[config.mk]
export PLATFORM = sky130hd
export DESIGN_NAME = uart_tx_serializer_flat
export DESIGN_NICKNAME = d
export VERILOG_FILES = /design/src/rtl/uart_pkg.sv /design/src/rtl/uart_tx_serializer_if.sv /design/src/rtl/uart_baud_tick.sv /design/src/rtl/uart_tx_serializer.sv /design/src/flat_wrapper.sv
export SDC_FILE = /design/constraint.sdc
export NUM_CORES = 1
export LEC_CHECK = 0
export BUFFER_PORTS_ARGS = -buffer_cell sky130_fd_sc_hd__buf_2
export CORE_MARGIN = 2
export CORE_UTILIZATION = 60
export CTS_BUF_LIST = sky130_fd_sc_hd__clkbuf_2
export CTS_CLUSTER_SIZE = 8
export DETAILED_ROUTE_END_ITERATION = 8
export GPL_TIMING_DRIVEN = 0
export PLACE_DENSITY_LB_ADDON = 0.2
export SLEW_MARGIN = 5
export SYNTH_ARGS = -nofsm -noshare
export SYNTH_HDL_FRONTEND = slang
export SYNTH_SLANG_ARGS = --single-unit
export TNS_END_PERCENT = 20
[constraint.sdc]
create_clock -name clk -period 6.25 [get_ports clk]
set_input_delay 0.9375 -clock clk [delete_from_list [all_inputs] [get_ports clk]]
set_output_delay 0.9375 -clock clk [all_outputs]
set_load 0.01 [all_outputs]
[src/rtl/uart_pkg.sv]
// Shared types and defaults for the UART transmit path.
package uart_pkg;

    localparam int   DWIDTH_DEF   = 8;
    localparam int   DIVWIDTH_DEF = 16;
    localparam logic TXD_IDLE     = 1'b1;

    typedef enum logic [2:0] {
        IDLE,
        FETCH,
        LOAD,
        START,
        DATA,
        PARITY,
        STOP
    } tx_state_t;

endpackage

[src/rtl/uart_tx_serializer_if.sv]
// FIFO read port between the TX FIFO (slave) and the serializer (master).
interface uart_tx_serializer_if
    import uart_pkg::*;
#(
    parameter int DWIDTH = DWIDTH_DEF
);
    // fifo_rd is a single-cycle pop, only legal while fifo_empty is low;
    // fifo_rdata is valid from the cycle after the pop until the next pop.
    logic              fifo_empty;
    logic              fifo_rd;
    logic [DWIDTH-1:0] fifo_rdata;

    modport master (
        input  fifo_empty,
        input  fifo_rdata,
        output fifo_rd
    );

    modport slave (
        output fifo_empty,
        output fifo_rdata,
        input  fifo_rd
    );
endinterface

[src/rtl/uart_baud_tick.sv]
// Bit-period down-counter: load with div (>=1) at each bit start, tick on terminal count.
module uart_baud_tick #(
    parameter int DIVWIDTH = 16
) (
    input  logic                clk,
    input  logic                s_reset,
    input  logic                load,
    input  logic [DIVWIDTH-1:0] div,
    output logic                tick
);

    logic [DIVWIDTH-1:0] cnt_q;
    logic [DIVWIDTH-1:0] cnt_d;

    always_comb begin
        cnt_d = cnt_q;
        if (load) begin
            cnt_d = div - DIVWIDTH'(1);
        end else if (cnt_q != '0) begin
            cnt_d = cnt_q - DIVWIDTH'(1);
        end
    end

    always_ff @(posedge clk) begin
        if (s_reset) begin
            cnt_q <= '0;
        end else begin
            cnt_q <= cnt_d;
        end
    end

    assign tick = (cnt_q == '0);

endmodule

[src/rtl/uart_tx_serializer.sv]
// Pops words from the TX FIFO and sends them LSB-first as 8N1/8N2 UART frames.
// Optional parity bit (8E1/8O1) when UART_TX_PARITY_EN is defined.
module uart_tx_serializer
    import uart_pkg::*;
#(
    parameter int DWIDTH   = DWIDTH_DEF,
    parameter int DIVWIDTH = DIVWIDTH_DEF
) (
    input  logic                 clk,
    input  logic                 s_reset,
    input  logic [DIVWIDTH-1:0]  baud_div,
    input  logic                 stop2,
`ifdef UART_TX_PARITY_EN
    input  logic                 parity_odd,
`endif
    uart_tx_serializer_if.master fifo_if,
    output logic                 txd,
    output logic                 busy,
    output logic                 tx_done,
    output tx_state_t            dbg_state
);

    localparam int             IDXW     = $clog2(DWIDTH);
    localparam logic [IDXW-1:0] LAST_IDX = IDXW'(DWIDTH - 1);

    tx_state_t           state_q, state_d;
    logic [DWIDTH-1:0]   shreg_q, shreg_d;
    logic [IDXW-1:0]     bit_idx_q, bit_idx_d;
    logic [DIVWIDTH-1:0] div_q, div_d;
    logic                stop2_q, stop2_d;
    logic                stop_sec_q, stop_sec_d;
    logic                txd_q, txd_d;
`ifdef UART_TX_PARITY_EN
    logic                par_q, par_d;
`endif

    logic [DIVWIDTH-1:0] div_new;
    logic [DIVWIDTH-1:0] tick_div;
    logic                tick_load;
    logic                bit_tick;

    assign div_new  = (baud_div == '0) ? DIVWIDTH'(1) : baud_div;
    // The counter is armed in LOAD with the fresh divisor, then re-armed at each bit end.
    assign tick_div  = (state_q == LOAD) ? div_new : div_q;
    assign tick_load = (state_q == LOAD) ||
                       (bit_tick && (state_q inside {START, DATA, PARITY, STOP}));

    uart_baud_tick #(
        .DIVWIDTH(DIVWIDTH)
    ) u_baud_tick (
        .clk     (clk),
        .s_reset (s_reset),
        .load    (tick_load),
        .div     (tick_div),
        .tick    (bit_tick)
    );

    assign fifo_if.fifo_rd = (state_q == IDLE) && !fifo_if.fifo_empty && !s_reset;
    assign busy            = (state_q != IDLE);
    assign txd             = txd_q;
    assign dbg_state       = state_q;

    always_comb begin
        state_d    = state_q;
        shreg_d    = shreg_q;
        bit_idx_d  = bit_idx_q;
        div_d      = div_q;
        stop2_d    = stop2_q;
        stop_sec_d = stop_sec_q;
        tx_done    = 1'b0;
`ifdef UART_TX_PARITY_EN
        par_d      = par_q;
`endif

        case (state_q)
            IDLE: begin
                if (!fifo_if.fifo_empty && !s_reset) begin
                    state_d = FETCH;
                end
            end
            FETCH: begin
                state_d = LOAD;
            end
            LOAD: begin
                shreg_d    = fifo_if.fifo_rdata;
                div_d      = div_new;
                stop2_d    = stop2;
                stop_sec_d = 1'b0;
                bit_idx_d  = '0;
`ifdef UART_TX_PARITY_EN
                par_d      = (^fifo_if.fifo_rdata) ^ parity_odd;
`endif
                state_d    = START;
            end
            START: begin
                if (bit_tick) begin
                    bit_idx_d = '0;
                    state_d   = DATA;
                end
            end
            DATA: begin
                if (bit_tick) begin
                    shreg_d = shreg_q >> 1;
                    if (bit_idx_q == LAST_IDX) begin
`ifdef UART_TX_PARITY_EN
                        state_d = PARITY;
`else
                        state_d = STOP;
`endif
                    end else begin
                        bit_idx_d = bit_idx_q + IDXW'(1);
                    end
                end
            end
            PARITY: begin
                if (bit_tick) begin
                    state_d = STOP;
                end
            end
            STOP: begin
                if (bit_tick) begin
                    if (stop2_q && !stop_sec_q) begin
                        stop_sec_d = 1'b1;
                    end else begin
                        tx_done = 1'b1;
                        state_d = IDLE;
                    end
                end
            end
            default: begin
                state_d = IDLE;
            end
        endcase

        // txd is registered from the next state so the pad sees a glitch-free line.
        case (state_d)
            START:   txd_d = 1'b0;
            DATA:    txd_d = shreg_d[0];
`ifdef UART_TX_PARITY_EN
            PARITY:  txd_d = par_d;
`endif
            default: txd_d = TXD_IDLE;
        endcase
    end

    always_ff @(posedge clk) begin
        if (s_reset) begin
            state_q    <= IDLE;
            shreg_q    <= '0;
            bit_idx_q  <= '0;
            div_q      <= '0;
            stop2_q    <= 1'b0;
            stop_sec_q <= 1'b0;
            txd_q      <= TXD_IDLE;
`ifdef UART_TX_PARITY_EN
            par_q      <= 1'b0;
`endif
        end else begin
            state_q    <= state_d;
            shreg_q    <= shreg_d;
            bit_idx_q  <= bit_idx_d;
            div_q      <= div_d;
            stop2_q    <= stop2_d;
            stop_sec_q <= stop_sec_d;
            txd_q      <= txd_d;
`ifdef UART_TX_PARITY_EN
            par_q      <= par_d;
`endif
        end
    end

endmodule

[src/flat_wrapper.sv]
// flat-port wrapper written by rule: the top's interface ports become plain ports
module uart_tx_serializer_flat import uart_pkg::*;
#(
    parameter int DWIDTH   = DWIDTH_DEF,
    parameter int DIVWIDTH = DIVWIDTH_DEF
)
  (clk, s_reset, baud_div, stop2, txd, busy, tx_done, dbg_state, fifo_if_fifo_empty, fifo_if_fifo_rdata, fifo_if_fifo_rd);
  uart_tx_serializer_if #(.DWIDTH(DWIDTH)) fifo_if_i ();
  input  logic clk;
  input  logic s_reset;
  input  logic [DIVWIDTH-1:0] baud_div;
  input  logic stop2;
  output logic txd;
  output logic busy;
  output logic tx_done;
  output tx_state_t dbg_state;
  input wire logic [$bits(fifo_if_i.fifo_empty)-1:0] fifo_if_fifo_empty;
  input wire logic [$bits(fifo_if_i.fifo_rdata)-1:0] fifo_if_fifo_rdata;
  output wire logic [$bits(fifo_if_i.fifo_rd)-1:0] fifo_if_fifo_rd;
  assign fifo_if_i.fifo_empty = fifo_if_fifo_empty;
  assign fifo_if_i.fifo_rdata = fifo_if_fifo_rdata;
  assign fifo_if_fifo_rd = fifo_if_i.fifo_rd;
  uart_tx_serializer #(.DWIDTH(DWIDTH), .DIVWIDTH(DIVWIDTH)) u_core (.clk(clk), .s_reset(s_reset), .baud_div(baud_div), .stop2(stop2), .fifo_if(fifo_if_i), .txd(txd), .busy(busy), .tx_done(tx_done), .dbg_state(dbg_state));
endmodule
==> results.ini, run 1 <==
[status]
status = finished, final reports clean

[yosys]
ys.flop_type = dfxtp_1
yosysTopAreaCellShare_pct = 36.3
synth.top_cells.by_area = dfxtp_1 (36%), a21oi_1 (9.1%), nand2_1 (6.7%), nor2_1 (5.0%), nor3_1 (3.0%)
ys_async_sr_fraction_pct = 0
synth-seq-area-share_pct = 36.3
synth.ff_latch_count = 49
syn_area_per_cell_sq_um = 7.88
syn-num-nets = 374
syn_inst = 343
synth.top_cells.by_count = a21oi_1 (49), dfxtp_1 (49), nand2_1 (48)
ys_warn_count = 0
syn-cell-area_sq_mm = 0.00270
yosysTopAreaCell = dfxtp_1
synth_cell_types = 56
synth_enable_flop_cells = 0

[worst_hold_path]
hold_class = register to register

[place]
dp.cells = 429
place_congestion = 0.988
hpwlAfterDp_um = 5380
io_buffers = 33

[setup_path]
cp-start-kind = register
critical_path_class = register to register
rrSetupSlack_ps = 1720
worstPathRequired_ps = 6640
cp_max_fo = 10
cp_num_buf_inv = 6
crit_chain = buf_2 > nor3b_1 > buf_2 > clkbuf_1 > clkbuf_1 > clkbuf_1 > o21a_1 > ha_1 > inv_1 > o41ai_2 > o21ai_0 > xor2_1 > nor2_1
cp-end-kind = register
crit_family = buffers and inverters
slowest_delay_ps = 800
cpMostUsedCell = clkbuf_1
arrival_ps = 4920
slowest_stage = o41ai_2

[die]
rows = 24
die_w_um = 71.1
die_y_um = 71.1
dieArea_sq_mm = 0.00506
ios = 35
core_area_sq_mm = 0.00435
initial_core_util_pct = 62.1

[power]
swShare_pct = 41.6
finalPower_uw = 1110
power_density_mw_per_mm2 = 368
pwr-share-seq_pct = 37.6
combPwrFrac_pct = 45.6
power_switching_uw = 463
p_leak_uw = 0.00114
clockPowerShare_pct = 16.8
p_int_uw = 650
peakVddDrop_mv = 0.217

[clock_network]
clkLatencyLatePin_ps = 470
hold_buffers = 0
numCtsBuffers = 5
cts_buffer_depth = 2
tritoncts = built
cts_root_buffer = clkbuf_2
cts_setup_buffers = 0
htree_levels = 2
cts.sinks = 49
clk_pin_slew_worst_paths_ps = 280
cts_resized = 0

[global_route]
grtUsageTotal_pct = 30.7
antenna_found_initial = 0
grt-ovfl-total = 0
grt_pass1_vias = 2530
grt_start_max_net_pins = 18
grt_pass1_wl_um = 12200

[drt]
first_pass_iters = 5
vias = 2790
drc = 0
routed_wirelength_um = 7430
viasPerCell = 6.38
first_iter_violations = 337
ant_nets = 0
post_drt_wl_per_cell_um = 17.0

[timing]
setup_viol = 0
fin_setup_tns_ps = 0
max_slew.worst_pin.slew_ps = 865
fin_crit_ps = 4530
finalHoldViolations = 0
finalCritPeriodShare_pct = 72.5
fmax_mhz = 221
slew_headroom_pct = 41.7
slew_violations = 0
rsz0062_at_grt = false
worst_clock_skew_ps = 41.0

[finish]
final-seq-area_sq_um = 981
fin_cells = 437
area_growth_pct = 11.7
multi_input_area_sq_mm = 0.00163
filler_cell_count = 370
insertedDiodeCount = 0
nets = 415
drive_gt1_share_pct = 15.8

[job]
drv_cap = 0

-- layer usage --
layer	vias up	global-route usage, %	part of all wire (%)
met2	153	48.4	46
met1	1296	42.3	43
met5	-	0	0
li1	1333	-	-
met4	0	10.9	1.2
met3	8	5.41	9.8
-- cell usage in the layout (no fill, tap or decap), types with 3 or more instances in the layout --
cell      count
nand2b_1      3
or3_1         3
nor2_1       36
nand3b_1      4
mux2i_1       6
inv_1         3
and2_1        3
o21ai_0      14
nor3_1       16
xnor2_1       3
nand3_1       3
a31oi_1       4
o211ai_1      5
a21oi_1      49
nand2_1      48
nor4_1        6
or4_1         7
clkbuf_1     13
xor2_1        5
nor3b_1       3
dfxtp_1      49
a22oi_1       6
o21a_1        5
a211oi_1      5
buf_2        38
clkbuf_2      5
ha_1          3
-- sequential cells by signal, summed over array words and instances (netlist names) --
name and flops:
u_core.stop_sec_q 1, u_core.u_baud_tick.cnt_q 16, u_core.txd 1, u_core.div_q 16, u_core.dbg_state 3, u_core.bit_idx_q 3
u_core.stop2_q 1, u_core.shreg_q 8
-- logic make-up (layout without fill, tap and decap cells) --
| family | count (synthesis) | count (layout) | share of synthesized area (%) |
|---|---|---|---|
| simple gates | 145 | 145 | 27.5 |
| buf+inv | 22 | 64 | 3.79 |
| mux | 7 | 7 | 2.78 |
| flops | 49 | 49 | 36.3 |
| fa+ha+maj | 3 | 3 | 1.39 |
| xor+xnor | 8 | 8 | 2.59 |
| compound gates | 109 | 109 | 25.6 |
-- path summary, 6_finish.rpt --
kind / start / end / cells past startpoint
worst max-delay path: u_core.dbg_state[1] / u_core.u_baud_tick.cnt_q[8] / 13
worst min-delay path: u_core.bit_idx_q[2] / u_core.bit_idx_q[2] / 2
worst max register to register: u_core.dbg_state[1] / u_core.u_baud_tick.cnt_q[8] / 13
worst min register to register: u_core.bit_idx_q[2] / u_core.bit_idx_q[2] / 2
-- power groups by stage --
| stage | Clock [uW] | Combinational, uW | Sequential (uW) |
|---|---|---|---|
| 2_1_floorplan | 0 | 386 | 409 |
| 3_3_place_gp | 0 | 476 | 420 |
| 3_5_place_dp | 0 | 491 | 421 |
| 4_1_cts | 186 | 493 | 415 |
| 5_1_grt | 198 | 559 | 424 |
| 6_report | 187 | 507 | 418 |
-- stage by stage --
stage / util [%] / setup slack (ps) / hold slack (ps) / instance area, sq um
2_1_floorplan: - / 2760 / 436 / 2700
3_3_place_gp: 67.4 / 1570 / 442 / 2930
3_5_place_dp: 67.5 / 1440 / 448 / 2940
4_1_cts: 69.2 / 1350 / 477 / 3010
5_1_grt: 69.4 / 1440 / 503 / 3020
6_report: 69.4 / 1720 / 477 / 3020
-- area by class of cell --
type	count	share of cell area, %
buffer	19	3.02
clock buffer	5	0.828
clock inverter	3	1.57
inverter	3	0.373
multi-input combinational	272	53.9
sequential	49	32.5
tap	52	2.15
timing repair buffer	34	5.63
-- worst min-delay path, delay by kind of cell (launching register included) --
kind	cells	cell delay, ps
AO/OA/AOI/OAI	1	50
flip-flops	1	380
AND/OR/NAND/NOR	1	50
(Power assumes the default switching activity.)
==> run 2: changes to the inputs <==
clock period = 4.3 ns   (was 6.25 ns; I/O delays follow)
==> results.ini, run 2 (synthesized netlist as in run 1, its figures left out) <==
[timing]
slew_violations = 0  ; unchanged
finalHoldViolations = 0  ; unchanged
max_slew.worst_pin.slew_ps = 704  ; -160 ps
fmax_mhz = 252  ; +14%
rsz0062_at_grt = false
setup_viol = 0  ; unchanged
worst_clock_skew_ps = 41.8  ; +0.792 ps
fin_crit_ps = 3970  ; -560 ps
slew_headroom_pct = 53.1  ; +11 points
finalCritPeriodShare_pct = 92.3  ; +20 points
layout_setup_ws_ps = 330  ; -1390 ps

[power]
p_leak_uw = 0.00115  ; +0.77%
clockPowerShare_pct = 16.6  ; -0.2 points
pwr-share-seq_pct = 37.3  ; -0.3 points
finalPower_uw = 1630  ; +47%
p_int_uw = 952  ; +47%
combPwrFrac_pct = 46.1  ; +0.5 points
swShare_pct = 41.6  ; about the same
power_switching_uw = 679  ; +47%
peakVddDrop_mv = 0.313  ; +45%
power_density_mw_per_mm2 = 537  ; +46%

[drt]
first_pass_iters = 9  ; +4
drc = 1  ; +1
viasPerCell = 6.44  ; +0.82%
routed_wirelength_um = 7460  ; +0.44%
first_iter_violations = 325  ; -3.6%
vias = 2813  ; +0.82%
ant_nets = 0  ; unchanged
post_drt_wl_per_cell_um = 17.1  ; +0.44%

[finish]
insertedDiodeCount = 0  ; unchanged
mostFrequentLayoutCells = a21oi_1 (49), dfxtp_1 (49), nand2_1 (48)
fin_cells = 437  ; unchanged
drive_gt1_share_pct = 16.4  ; +0.52 points
nets = 415  ; unchanged
top_regs = u_core.div_q: 16 flops, u_core.u_baud_tick.cnt_q: 16 flops, u_core.shreg_q: 8 flops
area_growth_pct = 12.2
filler_cell_count = 365  ; -1.4%

[clock_network]
cts_root_buffer = clkbuf_2
cts_buffer_depth = 2  ; unchanged
clkLatencyLatePin_ps = 470  ; about the same
numCtsBuffers = 5  ; unchanged
htree_levels = 2  ; unchanged
cts.sinks = 49  ; unchanged
clk_pin_slew_worst_paths_ps = 290  ; about the same
tritoncts = built
hold_buffers = 0  ; unchanged

[global_route]
antenna_found_initial = 0  ; unchanged
grt_pass1_vias = 2553  ; +0.91%
grt_pass1_wl_um = 12200  ; +0.35%
grtUsageTotal_pct = 30.8  ; +0.12 points
grt_start_max_net_pins = 18  ; unchanged
grt-ovfl-total = 0  ; unchanged

[place]
dp.cells = 429  ; unchanged
post-place-ws_ps = -507  ; -1950 ps
place_congestion = 0.988  ; unchanged
hpwlAfterDp_um = 5380  ; unchanged
io_buffers = 33  ; unchanged

[setup_path]
arrival_ps = 4360  ; -560 ps
cp-start-kind = register
cp_max_fo = 10  ; unchanged
critical_path_class = register to register
rrSetupSlack_ps = 330  ; -1390 ps
worstPathRequired_ps = 4690  ; -1950 ps
cp-end-kind = register

[die]
die_y_um = 71.1  ; unchanged
initial_core_util_pct = 62.1  ; unchanged
core_area_sq_mm = 0.00435  ; unchanged
dieArea_sq_mm = 0.00506  ; unchanged
ios = 35  ; unchanged
die_w_um = 71.1  ; unchanged
rows = 24  ; unchanged

[job]
drv_cap = 0  ; unchanged

[status]
violations = DRC
status = finished, violations left

[worst_hold_path]
hold_class = input pin to register

==> run 2: changes by cell type in the layout (fill, tap and decap cells not counted) <==
cell / change
clkbuf_2: +2
clkbuf_1: -2
o41ai_4: +1
o41ai_2: -1
==> run 2: critical path: stages, from the launching register on <==
cell	delay, ps
dfxtp_1	410
nor4_1	430
nand4b_1	440
a2111oi_4	610
nor2_4	140
buf_2	230
a21oi_1	170
ha_1	220
inv_1	100
o41ai_4	590
o21ai_0	240
xor2_1	190
nor2_1	110
==> run 2: power groups by stage <==
| stage | Combinational, uW | Clock [uW] | Sequential (uW) |
|---|---|---|---|
| final | 752 | 271 | 608 |
| after CTS | 734 | 271 | 605 |
| after global placement | 692 | 0 | 610 |
| after floorplan | 561 | 0 | 595 |
| after global routing | 824 | 288 | 618 |
| after detailed placement | 713 | 0 | 612 |
==> run 2: timing repair <==
item                                    CTS  global route
gates resized for setup                   2             4
endpoints found under the setup margin    6             5
buffers inserted                          0             0
==> run 2: layer usage <==
| layer | share of wire, % | wire [um] | vias to the layer above | GRT usage [%] |
|---|---|---|---|---|
| met1 | 43 | 3200 | 1310 | 42.2 |
| li1 | - | - | 1336 | - |
| met4 | 1.5 | 110 | 0 | 11.9 |
| met2 | 46 | 3440 | 157 | 48.4 |
| met5 | 0 | 0 | - | 0 |
| met3 | 9.5 | 711 | 10 | 5.56 |
==> run 2: final cells by class <==
cell class	instances	area, sq um	area share, %
well taps	52	65.1	2.14
repair buffers	34	170	5.61
clock inverters	3	47.5	1.57
inverters	3	11.3	0.371
multi-input cells	272	1640	54.1
flip-flops and latches	49	981	32.3
plain buffers	19	93.8	3.09
clock buffers	5	25.0	0.825
==> run 2: final timing paths <==
kind	start	endpoint	depth (start not counted)
worst max-delay path	u_core.u_baud_tick.cnt_q[3]	u_core.u_baud_tick.cnt_q[8]	12
worst min-delay path	stop2	u_core.stop2_q	3
worst max register to register	u_core.u_baud_tick.cnt_q[3]	u_core.u_baud_tick.cnt_q[8]	12
worst min register to register	u_core.bit_idx_q[2]	u_core.bit_idx_q[2]	2
==> run 2: through the flow <==
step	util (%)	hold WS (ps)	cell area (sq um)	setup TNS, ps
global placement	67.4	442	2930	-1580
detailed placement	67.5	448	2940	-2190
CTS	69.6	362	3030	0
global route	69.7	366	3030	0
floorplan	-	436	2700	0
finish	69.7	371	3030	0
==> run 3: changes to the inputs <==
RECOVER_POWER = 100   (was unset)
==> results.ini, run 3 (synthesized netlist as in run 1, its figures left out) <==
[status]
status = finished, final reports clean

[worst_hold_path]
hold_class = input pin to register
holdPathStages = 3  ; unchanged

[setup_path]
r2r-start = u_core.u_baud_tick.cnt_q[3]
cp_max_fo = 10  ; unchanged
cp_num_buf_inv = 2  ; unchanged
crit_family = compound AO/OA/AOI/OAI gates
endpoint = u_core.u_baud_tick.cnt_q[8]
crit_start = u_core.u_baud_tick.cnt_q[3]
cp-start-kind = register
cp-end-kind = register
crit_chain = nor4_1 > nand4b_1 > a2111oi_4 > nor2_4 > buf_2 > a21oi_1 > ha_1 > inv_1 > o41ai_4 > o21ai_0 > xor2_1 > nor2_1
critical_path_class = register to register
rrSetupSlack_ps = 380  ; +50 ps
arrival_ps = 4310  ; -50 ps
worstPathRequired_ps = 4690  ; about the same
reg2reg_depth = 12  ; unchanged
cp.depth = 12  ; unchanged
slowest_delay_ps = 600  ; about the same
slowest_stage = a2111oi_4
r2r_end = u_core.u_baud_tick.cnt_q[8]

[finish]
drive_gt1_share_pct = 14.0  ; -2.3 points
final_area_sq_mm = 0.00302  ; -0.62%
nets = 415  ; unchanged
mostFrequentLayoutCells = a21oi_1 (49), dfxtp_1 (49), nand2_1 (48)
top_regs = u_core.div_q: 16 flops, u_core.u_baud_tick.cnt_q: 16 flops, u_core.shreg_q: 8 flops
filler_cell_count = 367  ; +0.55%
multi_input_area_sq_mm = 0.00163  ; -0.53%
insertedDiodeCount = 0  ; unchanged
area_growth_pct = 11.5
final-seq-area_sq_um = 981  ; unchanged

[clock_network]
cts_root_buffer = clkbuf_2
cts_buffer_depth = 2  ; unchanged
numCtsBuffers = 5  ; unchanged
cts.sinks = 49  ; unchanged
tritoncts = built
cts_setup_buffers = 0  ; unchanged
htree_levels = 2  ; unchanged
clkLatencyLatePin_ps = 470  ; about the same
clk_pin_slew_worst_paths_ps = 280  ; about the same

[place]
hpwlAfterDp_um = 5380  ; unchanged
place_congestion = 0.988  ; unchanged
io_buffers = 33  ; unchanged
post_dp_cell_area_sq_mm = 0.00294  ; unchanged
post-place-ws_ps = -507  ; unchanged

[global_route]
grtUsageMet3_pct = 5.56  ; unchanged
grt_start_max_net_pins = 18  ; unchanged
antenna_found_initial = 0  ; unchanged
busiest_layer = met2
grtUsageTotal_pct = 30.8  ; unchanged
grt_pass1_vias = 2553  ; unchanged
grt-ovfl-total = 0  ; unchanged
grt_pass1_wl_um = 12200  ; unchanged
grt_util_met1_pct = 42.2  ; unchanged
use_met2_pct = 48.4  ; unchanged

[timing]
layout_setup_ws_ps = 376  ; +46.3 ps
max_slew.worst_pin.slew_ps = 1090  ; +386 ps
rsz0062_at_grt = false
fmax_mhz = 255  ; +1.2%
fin_crit_ps = 3920  ; -46.3 ps
worst_clock_skew_ps = 35.9  ; -5.88 ps
setup_viol = 0  ; unchanged
slew_headroom_pct = 26.8  ; -26 points
finalHoldViolations = 0  ; unchanged
fin_setup_tns_ps = 0  ; unchanged
finalCritPeriodShare_pct = 91.3  ; -1.1 points
slew_violations = 0  ; unchanged

[die]
core_area_sq_mm = 0.00435  ; unchanged
rows = 24  ; unchanged
dieArea_sq_mm = 0.00506  ; unchanged
die_y_um = 71.1  ; unchanged
initial_core_util_pct = 62.1  ; unchanged
ios = 35  ; unchanged
die_w_um = 71.1  ; unchanged

[drt]
routed_wirelength_um = 7440  ; -0.31%
drc = 0  ; -1
post_drt_wl_per_cell_um = 17.0  ; -0.31%
vias = 2822  ; +0.32%
first_iter_violations = 338  ; +4.0%
ant_nets = 0  ; unchanged
first_pass_iters = 9  ; unchanged
viasPerCell = 6.46  ; +0.32%

[power]
finalPower_uw = 1620  ; -0.66%
p_leak_uw = 0.00113  ; -2.3%
power_density_mw_per_mm2 = 537  ; about the same
peakVddDrop_mv = 0.315  ; +0.62%

[job]
drv_cap = 0  ; unchanged

run 3: metrics by stage:
| stage | util, % | cells | hold WS (ps) |
|---|---|---|---|
| after floorplan | - | 343 | 436 |
| after global placement | 67.4 | 428 | 442 |
| after detailed placement | 67.5 | 429 | 448 |
| after CTS | 69.6 | 437 | 362 |
| after global routing | 69.3 | 437 | 366 |
| final | 69.3 | 437 | 371 |
run 3: power breakdown:
part           switching [uW]  internal, uW  total, uW
combinational             430           312        742
clock                     167           103        270
sequential               74.2           534        608
total                     672           948       1620
run 3: worst reg2reg max path: cells and delay by family, from the launching register on:
family	cells	cell delay, ps
compound gates	4	1590
xor+xnor	1	190
fa+ha+maj	1	220
buf+inv	2	330
flops	1	410
simple gates	4	1100
run 3: worst min path at each step:
stage	startpoint	endpoint	slack (ps)
after floorplan	u_core.bit_idx_q[1]	u_core.bit_idx_q[1]	440
after global placement	u_core.shreg_q[6]	u_core.shreg_q[6]	440
after detailed placement	u_core.div_q[15]	u_core.div_q[15]	450
after CTS	stop2	u_core.stop2_q	360
after global routing	fifo_if_fifo_rdata[7]	u_core.shreg_q[7]	370
final	stop2	u_core.stop2_q	370
run 3: timing repair:
action	4_1_cts	5_1_grt
endpoints found under the hold margin	0	0
cloned	0	0
hold buffers	0	0
endpoints found under the setup margin	6	5
gates resized for setup	2	4
pin swaps	0	0
run 3: layout make-up:
class / instances / share of cell area [%]
clock buffers: 5 / 0.830
repair buffers: 34 / 5.35
flip-flops and latches: 49 / 32.5
well taps: 52 / 2.16
plain buffers: 19 / 3.07
multi-input cells: 272 / 54.1
clock inverters: 3 / 1.58
inverters: 3 / 0.373
run 3: layer usage:
| metal | part of all wire [%] | routed length, um |
|---|---|---|
| met1 | 42 | 3110 |
| met2 | 46 | 3410 |
| met3 | 10 | 758 |
| met4 | 2.1 | 154 |
| met5 | 0 | 0 |
